$ cat src/rtl/seq_pattern_gen.sv
// Serial bit-pattern transmitter: latches a pattern of up to MAX_LEN bits and shifts
// it out MSB-first, repeated reps+1 times with gap idle cycles between emissions.
module seq_pattern_gen #(
    parameter int MAX_LEN = 16,
    parameter int LEN_W   = 5,
    parameter int CNT_W   = 8,
    parameter int GAP_W   = 4
) (
    input  logic               clk,
    input  logic               rst,
    input  logic               start,
    input  logic               abort,
    input  logic [MAX_LEN-1:0] pattern,
    input  logic [LEN_W-1:0]   len,
    input  logic [CNT_W-1:0]   reps,
    input  logic [GAP_W-1:0]   gap,
    output logic               aout,
    output logic               aout_vld,
    output logic               busy,
    output logic               done,
    output logic [1:0]         dbg_state_o
);

    localparam logic [1:0] ST_IDLE  = 2'd0;
    localparam logic [1:0] ST_SHIFT = 2'd1;
    localparam logic [1:0] ST_GAP   = 2'd2;
    localparam logic [1:0] ST_FIN   = 2'd3;

    localparam logic [LEN_W-1:0] MAX_LEN_L = LEN_W'(MAX_LEN);
    localparam logic [LEN_W-1:0] LEN_ONE   = LEN_W'(1);
    localparam logic [CNT_W-1:0] CNT_ONE   = CNT_W'(1);
    localparam logic [GAP_W-1:0] GAP_ONE   = GAP_W'(1);

    logic [1:0]         state_q, state_d;
    logic [MAX_LEN-1:0] pat_q, pat_d;
    logic [LEN_W-1:0]   len_q, len_d;
    logic [CNT_W-1:0]   rep_q, rep_d;
    logic [GAP_W-1:0]   gap_q, gap_d;
    logic [LEN_W-1:0]   bit_q, bit_d;
    logic [GAP_W-1:0]   gcnt_q, gcnt_d;
    logic               aout_q, aout_d;
    logic               vld_q, vld_d;
    logic               busy_q, busy_d;
    logic               done_q, done_d;
    logic [LEN_W-1:0]   len_clamp;

    // Shift-based select keeps the index width independent of the pattern width.
    function automatic logic pick_bit(input logic [MAX_LEN-1:0] p, input logic [LEN_W-1:0] idx);
        logic [MAX_LEN-1:0] s;
        s = p >> idx;
        return s[0];
    endfunction

    assign len_clamp = (len > MAX_LEN_L) ? MAX_LEN_L : len;

    always_comb begin
        state_d = state_q;
        pat_d   = pat_q;
        len_d   = len_q;
        rep_d   = rep_q;
        gap_d   = gap_q;
        bit_d   = bit_q;
        gcnt_d  = gcnt_q;
        aout_d  = 1'b0;
        vld_d   = 1'b0;
        busy_d  = 1'b0;
        done_d  = 1'b0;

        if (abort) begin
            state_d = ST_IDLE;
        end else begin
            case (state_q)
                ST_IDLE, ST_FIN: begin
                    state_d = ST_IDLE;
                    if (start) begin
                        pat_d = pattern;
                        len_d = len_clamp;
                        rep_d = reps;
                        gap_d = gap;
                        if (len_clamp == '0) begin
                            state_d = ST_FIN;
                            done_d  = 1'b1;
                        end else begin
                            state_d = ST_SHIFT;
                            bit_d   = len_clamp - LEN_ONE;
                            aout_d  = pick_bit(pattern, len_clamp - LEN_ONE);
                            vld_d   = 1'b1;
                            busy_d  = 1'b1;
                        end
                    end
                end
                ST_SHIFT: begin
                    if (bit_q != '0) begin
                        bit_d  = bit_q - LEN_ONE;
                        aout_d = pick_bit(pat_q, bit_q - LEN_ONE);
                        vld_d  = 1'b1;
                        busy_d = 1'b1;
                    end else if (rep_q == '0) begin
                        state_d = ST_FIN;
                        done_d  = 1'b1;
                    end else begin
                        rep_d  = rep_q - CNT_ONE;
                        busy_d = 1'b1;
                        if (gap_q == '0) begin
                            bit_d  = len_q - LEN_ONE;
                            aout_d = pick_bit(pat_q, len_q - LEN_ONE);
                            vld_d  = 1'b1;
                        end else begin
                            state_d = ST_GAP;
                            gcnt_d  = gap_q - GAP_ONE;
                        end
                    end
                end
                ST_GAP: begin
                    busy_d = 1'b1;
                    if (gcnt_q == '0) begin
                        state_d = ST_SHIFT;
                        bit_d   = len_q - LEN_ONE;
                        aout_d  = pick_bit(pat_q, len_q - LEN_ONE);
                        vld_d   = 1'b1;
                    end else begin
                        gcnt_d = gcnt_q - GAP_ONE;
                    end
                end
                default: state_d = ST_IDLE;
            endcase
        end
    end

    always_ff @(posedge clk or posedge rst) begin
        if (rst) begin
            state_q <= ST_IDLE;
            pat_q   <= '0;
            len_q   <= '0;
            rep_q   <= '0;
            gap_q   <= '0;
            bit_q   <= '0;
            gcnt_q  <= '0;
            aout_q  <= 1'b0;
            vld_q   <= 1'b0;
            busy_q  <= 1'b0;
            done_q  <= 1'b0;
        end else begin
            state_q <= state_d;
            pat_q   <= pat_d;
            len_q   <= len_d;
            rep_q   <= rep_d;
            gap_q   <= gap_d;
            bit_q   <= bit_d;
            gcnt_q  <= gcnt_d;
            aout_q  <= aout_d;
            vld_q   <= vld_d;
            busy_q  <= busy_d;
            done_q  <= done_d;
        end
    end

    assign aout        = aout_q;
    assign aout_vld    = vld_q;
    assign busy        = busy_q;
    assign done        = done_q;
    assign dbg_state_o = state_q;

endmodule

$ cat config.mk
export PLATFORM = sky130hd
export DESIGN_NAME = seq_pattern_gen
export DESIGN_NICKNAME = d
export VERILOG_FILES = /design/src/rtl/seq_pattern_gen.sv
export SDC_FILE = /design/constraint.sdc
export NUM_CORES = 1
export LEC_CHECK = 0
export ABC_AREA = 1
export CAP_MARGIN = 30
export CORE_MARGIN = 1.5
export CORE_UTILIZATION = 30
export DETAILED_ROUTE_END_ITERATION = 10
export PLACE_DENSITY = 0.5
export SYNTH_ARGS = -nofsm -noshare
export SYNTH_HDL_FRONTEND = slang
export SYNTH_SLANG_ARGS = --single-unit
$ cat constraint.sdc
create_clock -name clk -period 3.6 [get_ports clk]
set_clock_uncertainty 0.2 [all_clocks]
set_input_delay 0.72 -clock clk [delete_from_list [all_inputs] [get_ports clk]]
set_output_delay 0.72 -clock clk [all_outputs]
set_load 0.005 [all_outputs]
; ---- Word level (Yosys, flattened, before mapping)
; Cells that the tools add are included.
[word_totals]
output_inout_bits = 6
word_cells = 102
inputBits = 37
register_bits = 48
[op_classes]
eq_ne = 15
bitwise = 1
n_mux = 51
n_reduce_logical = 14
order_cmp = 1
addsub = 6
n_shift = 3
[op_table]
columns = op, n
row1 = 16-bit by 5-bit >> shifter with 1-bit output, 3
row2 = 5-bit two-way mux, 7
row3 = 8-bit two-way mux, 3
row4 = 1-bit two-way mux, 22
row5 = 4-bit two-way mux, 4
row6 = 8-bit case mux with 2 select lines, 1
row7 = 5-bit case mux with 3 select lines, 1
row8 = "5-bit by 1-bit subtractor with 5-bit output, second input constant", 3
row9 = 2-bit two-way mux, 7
row10 = "2-bit inequality test, second input constant", 7
row11 = "3-bit inequality test, second input constant", 4
row12 = 6-bit AND reduction, 2
row13 = 1-bit case mux with 3 select lines, 3
row14 = 4-bit zero test, 2
row15 = 8-bit zero test, 1
row16 = 4-bit case mux with 2 select lines, 1
row17 = "4-bit by 1-bit subtractor with 4-bit output, second input constant", 2
row18 = "8-bit by 1-bit subtractor with 8-bit output, second input constant", 1
row19 = 2-bit case mux with 3 select lines, 1
row20 = 3-bit AND reduction, 2
row21 = "5-bit > comparator, second input constant", 1
row22 = 5-bit zero test, 1
row23 = 5-bit AND reduction, 1
row24 = 5-bit nonzero test, 1
row25 = other kinds (8), 10

; ---- Logic depth before layout (Yosys ltp)
; Gate-level depths: netlist of the first run.
[logic_depth]
word_depth = 8
mapped_depth = 16
depth_no_buf = 14

; ---- Worst setup path before layout of the first run
; No wires, ideal clock.
[synth_timing]
path_kind = input to register
start = in len[0]
end = reg bit_q[4]
n_path_buf = 2
setup_ns = 0.076
t_arrival_ns = 2.218
required_ns = 3.324
path_stages = 12
setup_slack_ns = 1.105
cell_sequence = buf_6 > nor2_4 > nand2_4 > nand2_4 > nand2_2 > buf_6 > ha_1 > nand3_1 > o21ai_2 > nor3_4 > o221ai_2 > o21ai_1
[synth_between]
elab_chain_len = 6
elab_cells_between_ends = 9
classes_between = 1 x add/sub / 1 x order compare / 1 x eq/ne / 4 x mux / 2 x reduce/logical
[synth_rtl]
columns = item, line_no
row1 = "start, declared", 14  ; input logic [LEN_W-1:0] len,
row2 = 5-bit > comparator, 54  ; assign len_clamp = (len > MAX_LEN_L) ? MAX_LEN_L : len;
row3 = 5-bit two-way mux (*), 54
row4 = 5-bit by 1-bit subtractor with 5-bit output, 85  ; bit_d = len_clamp - LEN_ONE;
row5 = 5-bit two-way mux, 80  ; if (len_clamp == '0) begin
row6 = 5-bit two-way mux, 75  ; if (start) begin
row7 = 5-bit case mux with 3 select lines, 72  ; case (state_q)
row8 = "end signal, assigned", 149  ; bit_q <= bit_d;
row9 = "end, declared", 39  ; logic [LEN_W-1:0] bit_q, bit_d;
; Mark *: on every way between the ends. The rest lies on a longest branch, timed or not. The select of a mux whose other input is x is not followed.
; A chain may end at the register's enable or synchronous reset.

; ---- Final worst setup path of the first run
[layout_timing]
start = in len[2]
end = reg aout_q (netlist: aout)
[layout_between]
elab_chain_len = 8
elab_cells_between_ends = 9
classes_between = 1 x add/sub / 1 x order compare / 1 x shift / 5 x mux / 1 x reduce/logical
[layout_rtl]
columns = item, line_no
row1 = 5-bit > comparator, 54
row2 = 5-bit two-way mux (*), 54
row3 = 5-bit by 1-bit subtractor with 5-bit output, 86  ; aout_d = pick_bit(pattern, len_clamp - LEN_ONE);
row4 = 16-bit by 5-bit >> shifter with 1-bit output, 50  ; s = p >> idx;
row5 = 1-bit two-way mux (*), 80
row6 = 1-bit two-way mux (*), 75
row7 = 1-bit case mux with 3 select lines (*), 72
row8 = 1-bit two-way mux (*), 69  ; if (abort) begin
row9 = via aout_d, 41  ; logic aout_q, aout_d;
row10 = "end signal, assigned", 151  ; aout_q <= aout_d;
row11 = "end, declared", 41
; The timed path passes the listed nets; every way through them passes the cells marked *.

==> impl_metrics.py, run 1 <==
metrics = {
    "finish": {
        "nFillCells": 1125,
        "multi_input_area_um2": 1692,
        "final_nets": 516,
        "seqCellArea_um2": 1201,
        "synthToLayoutAreaGrowth_pct": 21.17,
        "drive_above_1_share_pct": 8.263,
        "antenna_cells": 0,
    },
    "sta": {
        "min_period_over_period_pct": 81.56,
        "holdWs_ns": 0.2948,
        "fmaxAchievable_mhz": 340.6,
        "worst_pin_slew_ns": 0.5274,
        "maxSlewHeadroom_pct": 64.54,
        "fin_crit_ns": 2.936,
        "slew_violations": 0,
        "rsz0062_at_grt": "false",
        "finalSetupViolCount": 0,
        "fin_setup_tns_ns": 0,
        "finalHoldViolCount": 0,
    },
    "logic_synthesis": {
        "syn_area_per_cell_um2": 7.319,
        "syn-cell-area_um2": 3162,
        "yosysMostFrequentCell": "nand2_1",
        "synth_top_cell_by_area": "dfrtp_1",
        "synth_async_sr_flop_share_pct": 100.0,
        "netlist_instances": 432,
        "yosysSeqAreaShare_pct": 37.99,
        "synth-main-ff-cell": "dfrtp_1",
        "netlist.area_leader.share_pct": 37.99,
        "ys_ff_latch": 48,
        "synth_common_cells": "128 x nand2_1, 56 x nand3_1, 48 x dfrtp_1",
        "synth_cell_types": 39,
        "synth_edf_count": 0,
        "synth_area_leaders": "dfrtp_1 38%, nand2_1 15%, nand3_1 8.9%, inv_1 5.1%, o21ai_0 4.0%",
        "yosysWarnings": 0,
        "syn-num-nets": 477,
    },
    "floorplanning": {
        "rows": 37,
        "die_x_um": 105.7,
        "io-pin-count": 43,
        "die_area_um2": 11160,
        "coreArea_um2": 10280,
        "chipHeight_um": 105.7,
        "initial_core_util_pct": 30.76,
    },
    "clock_network": {
        "numCtsBuffers": 5,
        "postCtsHoldBufs": 0,
        "cts_num_sinks": 48,
        "cts_resized": 0,
        "clk_latency_ns": 0.32,
        "cts_tree": "built",
        "cts_buffer_depth": 2,
        "htree_levels": 2,
        "cts.clk_slew.worst_paths_ns": 0.08,
        "post_cts_buffers": 0,
        "cts-root-buf": "clkbuf_8",
    },
    "global_route": {
        "grt_max_degree": 28,
        "gr-total-overflow": 0,
        "grt_pass1_wl_mm": 14.37,
        "grt_pass1_vias": 2898,
        "grt_util_all_layers_pct": 16.16,
        "antenna_found_initial": 0,
    },
    "worst_setup_path": {
        "startpoint_type": "primary input",
        "crit_fanout": 12,
        "path_class": "primary input to flop",
        "worstPathRequired_ns": 3.63,
        "crit_path_end_kind": "flop",
        "cp.arrival_ns": 2.97,
    },
    "flow_run": {
        "drv_cap": 0,
    },
    "drt": {
        "routed_via_density": 4.941,
        "totalWireLength_mm": 8.478,
        "drtAntennaViolNets": 0,
        "vias": 3004,
        "drtIter0Drc": 227,
        "dr.pass1.iters": 5,
        "route.detailed.drc": 0,
        "wl_per_cell_um": 13.94,
    },
    "hold_path": {
        "hp-class": "flop to flop",
    },
    "power": {
        "leakage_nw": 1.741,
        "ir_worst_vdd_uv": 257.3,
        "power_density_nw_per_um2": 776.1,
    },
    "place": {
        "io_buffer_count": 42,
        "routabilityCongestion": 0.9051,
        "dpl.hpwl_mm": 6.606,
    },
    "run_status": {
        "status": "completed",
    },
}
registers in the layout, summed over array words and instances, names as in the netlist:
name and cells:
dbg_state_o 2, len_q 5, gcnt_q 4, rep_q 8, pat_q 16, gap_q 4
bit_q 5, aout 1, done 1, aout_vld 1, busy 1
metal layers:
metal,vias up,GRT usage [%],part of all wire [%]
li1,1503,-,-
met2,72,26.30,46
met1,1418,22.09,48
met3,11,2.536,4.1
met5,-,0,0
met4,0,4.633,1.7
kinds of logic after synthesis:
group | Yosys count | synth area share, %
flops | 48 | 37.99
fa+ha+maj | 8 | 3.166
simple gates | 234 | 34.39
compound gates | 68 | 12.90
buf+inv | 63 | 8.508
xor+xnor | 11 | 3.047
per-stage QoR:
step           util, %  instance area (um^2)  worst slack, ns  total power [W]  instances
6_report         37.28                  3831           0.6638         0.002973        608
5_1_grt          37.28                  3831           0.4752         0.003267        608
4_1_cts          37.28                  3831           0.6839         0.003001        608
3_5_place_dp     35.94                  3694           0.3629         0.002509        600
3_3_place_gp     35.94                  3694           0.4222         0.002496        600
2_1_floorplan        -                  3162            1.105         0.002088        432
final timing paths:
kind / slack (ns) / from / to / cells after the start
worst max-delay path: 0.66 / len[2] / aout / 15
worst min-delay path: 0.29 / len_q[1] / len_q[1] / 2
worst max register to register: 1.01 / bit_q[0] / aout / 12
worst min register to register: 0.29 / len_q[1] / len_q[1] / 2
max in group asynchronous: 1.89 / rst / len_q[1] / 3
min in group asynchronous: 0.55 / rst / pat_q[10] / 2
worst max-delay path, cell delays in order:
cell	delay (ns)
clkdlybuf4s50_1	0.47
nor2_1	0.26
nand2_4	0.08
nand2_4	0.11
nand2_2	0.16
ha_1	0.24
inv_1	0.07
nand2_1	0.06
nand3_1	0.07
o21ai_0	0.19
inv_1	0.14
nand3_1	0.09
nand3_1	0.09
nand3_1	0.09
a21oi_1	0.13
report_power, final:
part	leakage, nW	internal [W]	switching [W]
registers	0.594	0.000777	0.000223
clock network	0.0687	0.000280	0.000199
logic	1.08	0.000576	0.000918
total	1.74	0.00163	0.00134
cells in the final DEF (no fill, tap or decap), types with 4 or more instances in the layout:
cell type,instances
nor2_1,25
a21oi_1,8
o211ai_1,5
o221ai_1,4
xnor2_1,5
inv_1,42
o21ai_0,25
nand3_1,56
a31oi_1,5
nand2_1,128
clkdlybuf4s50_1,42
inv_2,7
clkbuf_8,5
ha_1,8
dfrtp_1,48
o21ai_1,11
xor2_1,6
layout make-up:
| type | count | area share, % |
|---|---|---|
| clock buffer | 5 | 1.796 |
| clock inverter | 3 | 1.796 |
| inverter | 50 | 4.899 |
| multi-input combinational | 321 | 44.15 |
| sequential | 48 | 31.35 |
| tap | 136 | 4.442 |
| timing repair buffer | 45 | 11.56 |
No activity file was read; power rests on OpenSTA's default activity.
==> inputs of run 2 (changes only) <==
--- a/config.mk
+++ b/config.mk
@@ -10,7 +10,7 @@
 export CORE_MARGIN = 1.5
 export CORE_UTILIZATION = 30
 export DETAILED_ROUTE_END_ITERATION = 10
-export PLACE_DENSITY = 0.5
+export PLACE_DENSITY = 0.52
 export SYNTH_ARGS = -nofsm -noshare
 export SYNTH_HDL_FRONTEND = slang
 export SYNTH_SLANG_ARGS = --single-unit
==> constraint.sdc (replaced) <==
create_clock -name clk -period 2.4 [get_ports clk]
set_clock_uncertainty 0.2 [all_clocks]
set_input_delay 0.48 -clock clk [delete_from_list [all_inputs] [get_ports clk]]
set_output_delay 0.48 -clock clk [all_outputs]
set_load 0.005 [all_outputs]
==> impl_metrics.py, run 2 (same netlist as run 1, synthesis figures left out) <==
metrics = {
    "run_status": {
        "status": "completed",
    },
    "clock_network": {
        "cts_tree": "built",
        "postCtsHoldBufs": 0,
        "cts_buffer_depth": 2,
        "htree_levels": 2,
        "cts.clk_slew.worst_paths_ns": 0.09,
        "clk_latency_ns": 0.30,
        "cts_num_sinks": 48,
        "cts-root-buf": "clkbuf_8",
        "numCtsBuffers": 5,
    },
    "global_route": {
        "met3_usage_pct": 2.536,
        "antenna_found_initial": 0,
        "grt_pass1_vias": 2963,
        "grt.busiest_layer": "met2",
        "gr-usage-met2_pct": 27.32,
        "grt_use_met1_pct": 21.75,
        "gr-total-overflow": 0,
        "grt_max_degree": 49,
        "grt_util_all_layers_pct": 16.18,
        "grt_pass1_wl_mm": 14.33,
    },
    "worst_setup_path": {
        "ff2ff_path_depth": 8,
        "crit_path_end_kind": "flop",
        "path_class": "primary input to flop",
        "worstPathRequired_ns": 2.43,
        "worst_path_max_delay_cell": "clkdlybuf4s50_1",
        "rr_endpoint": "len_q[3]",
        "crit_chain": "clkdlybuf4s50_1, inv_2, nand2_1, ha_1, nand3_1, buf_4, nor3_1, o21ai_0, nor2_1",
        "critPathBufInv": 3,
        "crit_path_max_incr_delay_ns": 0.58,
        "startpoint_type": "primary input",
        "r2r-start": "dbg_state_o[0]",
        "cp.arrival_ns": 2.23,
        "r2r_slack_ns": 0.21,
        "crit_fanout": 3,
        "crit_family": "buffers and inverters",
    },
    "hold_path": {
        "hp-class": "flop to flop",
        "hold_end": "gcnt_q[2]",
        "min_from": "gcnt_q[2]",
        "hold_depth": 2,
    },
    "floorplanning": {
        "coreArea_um2": 10280,
        "die_area_um2": 11160,
        "chipHeight_um": 105.7,
        "initial_core_util_pct": 30.76,
        "die_x_um": 105.7,
        "io-pin-count": 43,
        "rows": 37,
    },
    "place": {
        "io_buffer_count": 42,
        "post-place-ws_ns": -0.2785,
        "routabilityCongestion": 0.8505,
        "dpl.hpwl_mm": 6.731,
    },
    "drt": {
        "routed_via_density": 4.769,
        "wl_per_cell_um": 13.55,
        "totalWireLength_mm": 8.615,
        "route.detailed.drc": 0,
        "drtAntennaViolNets": 0,
        "drtIter0Drc": 217,
        "dr.pass1.iters": 4,
        "vias": 3033,
    },
    "sta": {
        "worst_pin_slew_ns": 0.3920,
        "fmaxAchievable_mhz": 454.1,
        "finalSetupViolCount": 0,
        "slew_violations": 0,
        "fin_crit_ns": 2.202,
        "finalHoldViolCount": 0,
        "min_period_over_period_pct": 91.76,
        "rsz0062_at_grt": "false",
        "maxSlewHeadroom_pct": 73.68,
        "finalWorstSetupSlack_ns": 0.1978,
    },
    "flow_run": {
        "drv_cap": 0,
    },
    "finish": {
        "nFillCells": 1095,
        "largest_reg_flops": 16,
        "most-common-layout-cells": "128 x nand2_1, 56 x nand3_1, 48 x dfrtp_1",
        "antenna_cells": 0,
        "top_register": "pat_q",
        "synthToLayoutAreaGrowth_pct": 28.97,
        "final_common_cell": "nand2_1",
        "top_regs": "pat_q: 16 flops, rep_q: 8 flops",
        "final_nets": 544,
        "drive_above_1_share_pct": 13.80,
    },
    "power": {
        "comb_power_share_pct": 54.6,
        "switching_share_pct": 45.08,
        "power_density_nw_per_um2": 1117,
        "ir_worst_vdd_uv": 398.2,
        "p_clk_share_pct": 13.3,
        "internal-power_w": 0.002502,
        "power.total_w": 0.004556,
        "leakage_nw": 1.912,
        "switchingPower_w": 0.002054,
        "seqPwrFrac_pct": 32.0,
    },
}
## run 2: changes by cell type in the layout (fill, tap and decap cells not counted), moves of 3 or more
cell / before / now
clkdlybuf4s50_1: 42 / 38
buf_12: 0 / 3
dlymetal6s2s_1: 0 / 4
buf_4: 3 / 28
## run 2: repair_timing
action,in CTS,in global routing
setup endpoints to repair,0,7
buffers inserted,0,1
resized for setup,0,8
## run 2: per-stage QoR
step / instances / hold WS (ns) / instance area (um^2) / utilization [%] / TNS, ns
2_1_floorplan: 432 / 0.2588 / 3162 / - / 0
3_3_place_gp: 627 / 0.2768 / 3934 / 38.28 / -1.048
3_5_place_dp: 627 / 0.2870 / 3934 / 38.28 / -1.557
4_1_cts: 635 / 0.3087 / 4049 / 39.40 / 0
5_1_grt: 636 / 0.3398 / 4078 / 39.68 / 0
6_report: 636 / 0.3055 / 4078 / 39.68 / 0
## run 2: worst max-delay path by stage
stage / slack [ns] / start / endpoint / depth (start not counted)
CTS: 0.03 / len[2] / aout / 15
finish: 0.20 / len[4] / done / 9
global route: 0.03 / dbg_state_o[0] / len_q[2] / 8
detailed placement: -0.28 / len[2] / aout / 15
global placement: -0.19 / len[2] / bit_q[2] / 13
floorplan: 0.15 / len[0] / bit_q[4] / 12
## run 2: area by class of cell
cell class / instances / area (um^2) / share of cell area [%]
multi-input combinational: 321 / 1703 / 41.76
sequential: 48 / 1201 / 29.46
timing repair buffer: 73 / 700.7 / 17.18
inverter: 50 / 187.7 / 4.603
tap: 136 / 170.2 / 4.173
clock buffer: 5 / 68.82 / 1.688
clock inverter: 3 / 46.29 / 1.135
## run 2: power groups by stage
stage / Sequential, W / Clock, W / Combinational, W
after floorplan: 0.00139 / 0 / 0.00174
final: 0.00146 / 0.000607 / 0.00249
after CTS: 0.00146 / 0.000629 / 0.00250
after global routing: 0.00150 / 0.000662 / 0.00283
after detailed placement: 0.00147 / 0 / 0.00249
after global placement: 0.00146 / 0 / 0.00247
## run 2: per-layer routing
layer	vias up	part of all wire [%]
met3	7	3.2
li1	1563	-
met5	-	0
met4	0	0.84
met2	56	46
met1	1407	49
## run 2: tightest hold or removal path: stages, from the launching register on
cell,delay [ns]
dfrtp_1,0.35
nand2_1,0.05
o21ai_1,0.07
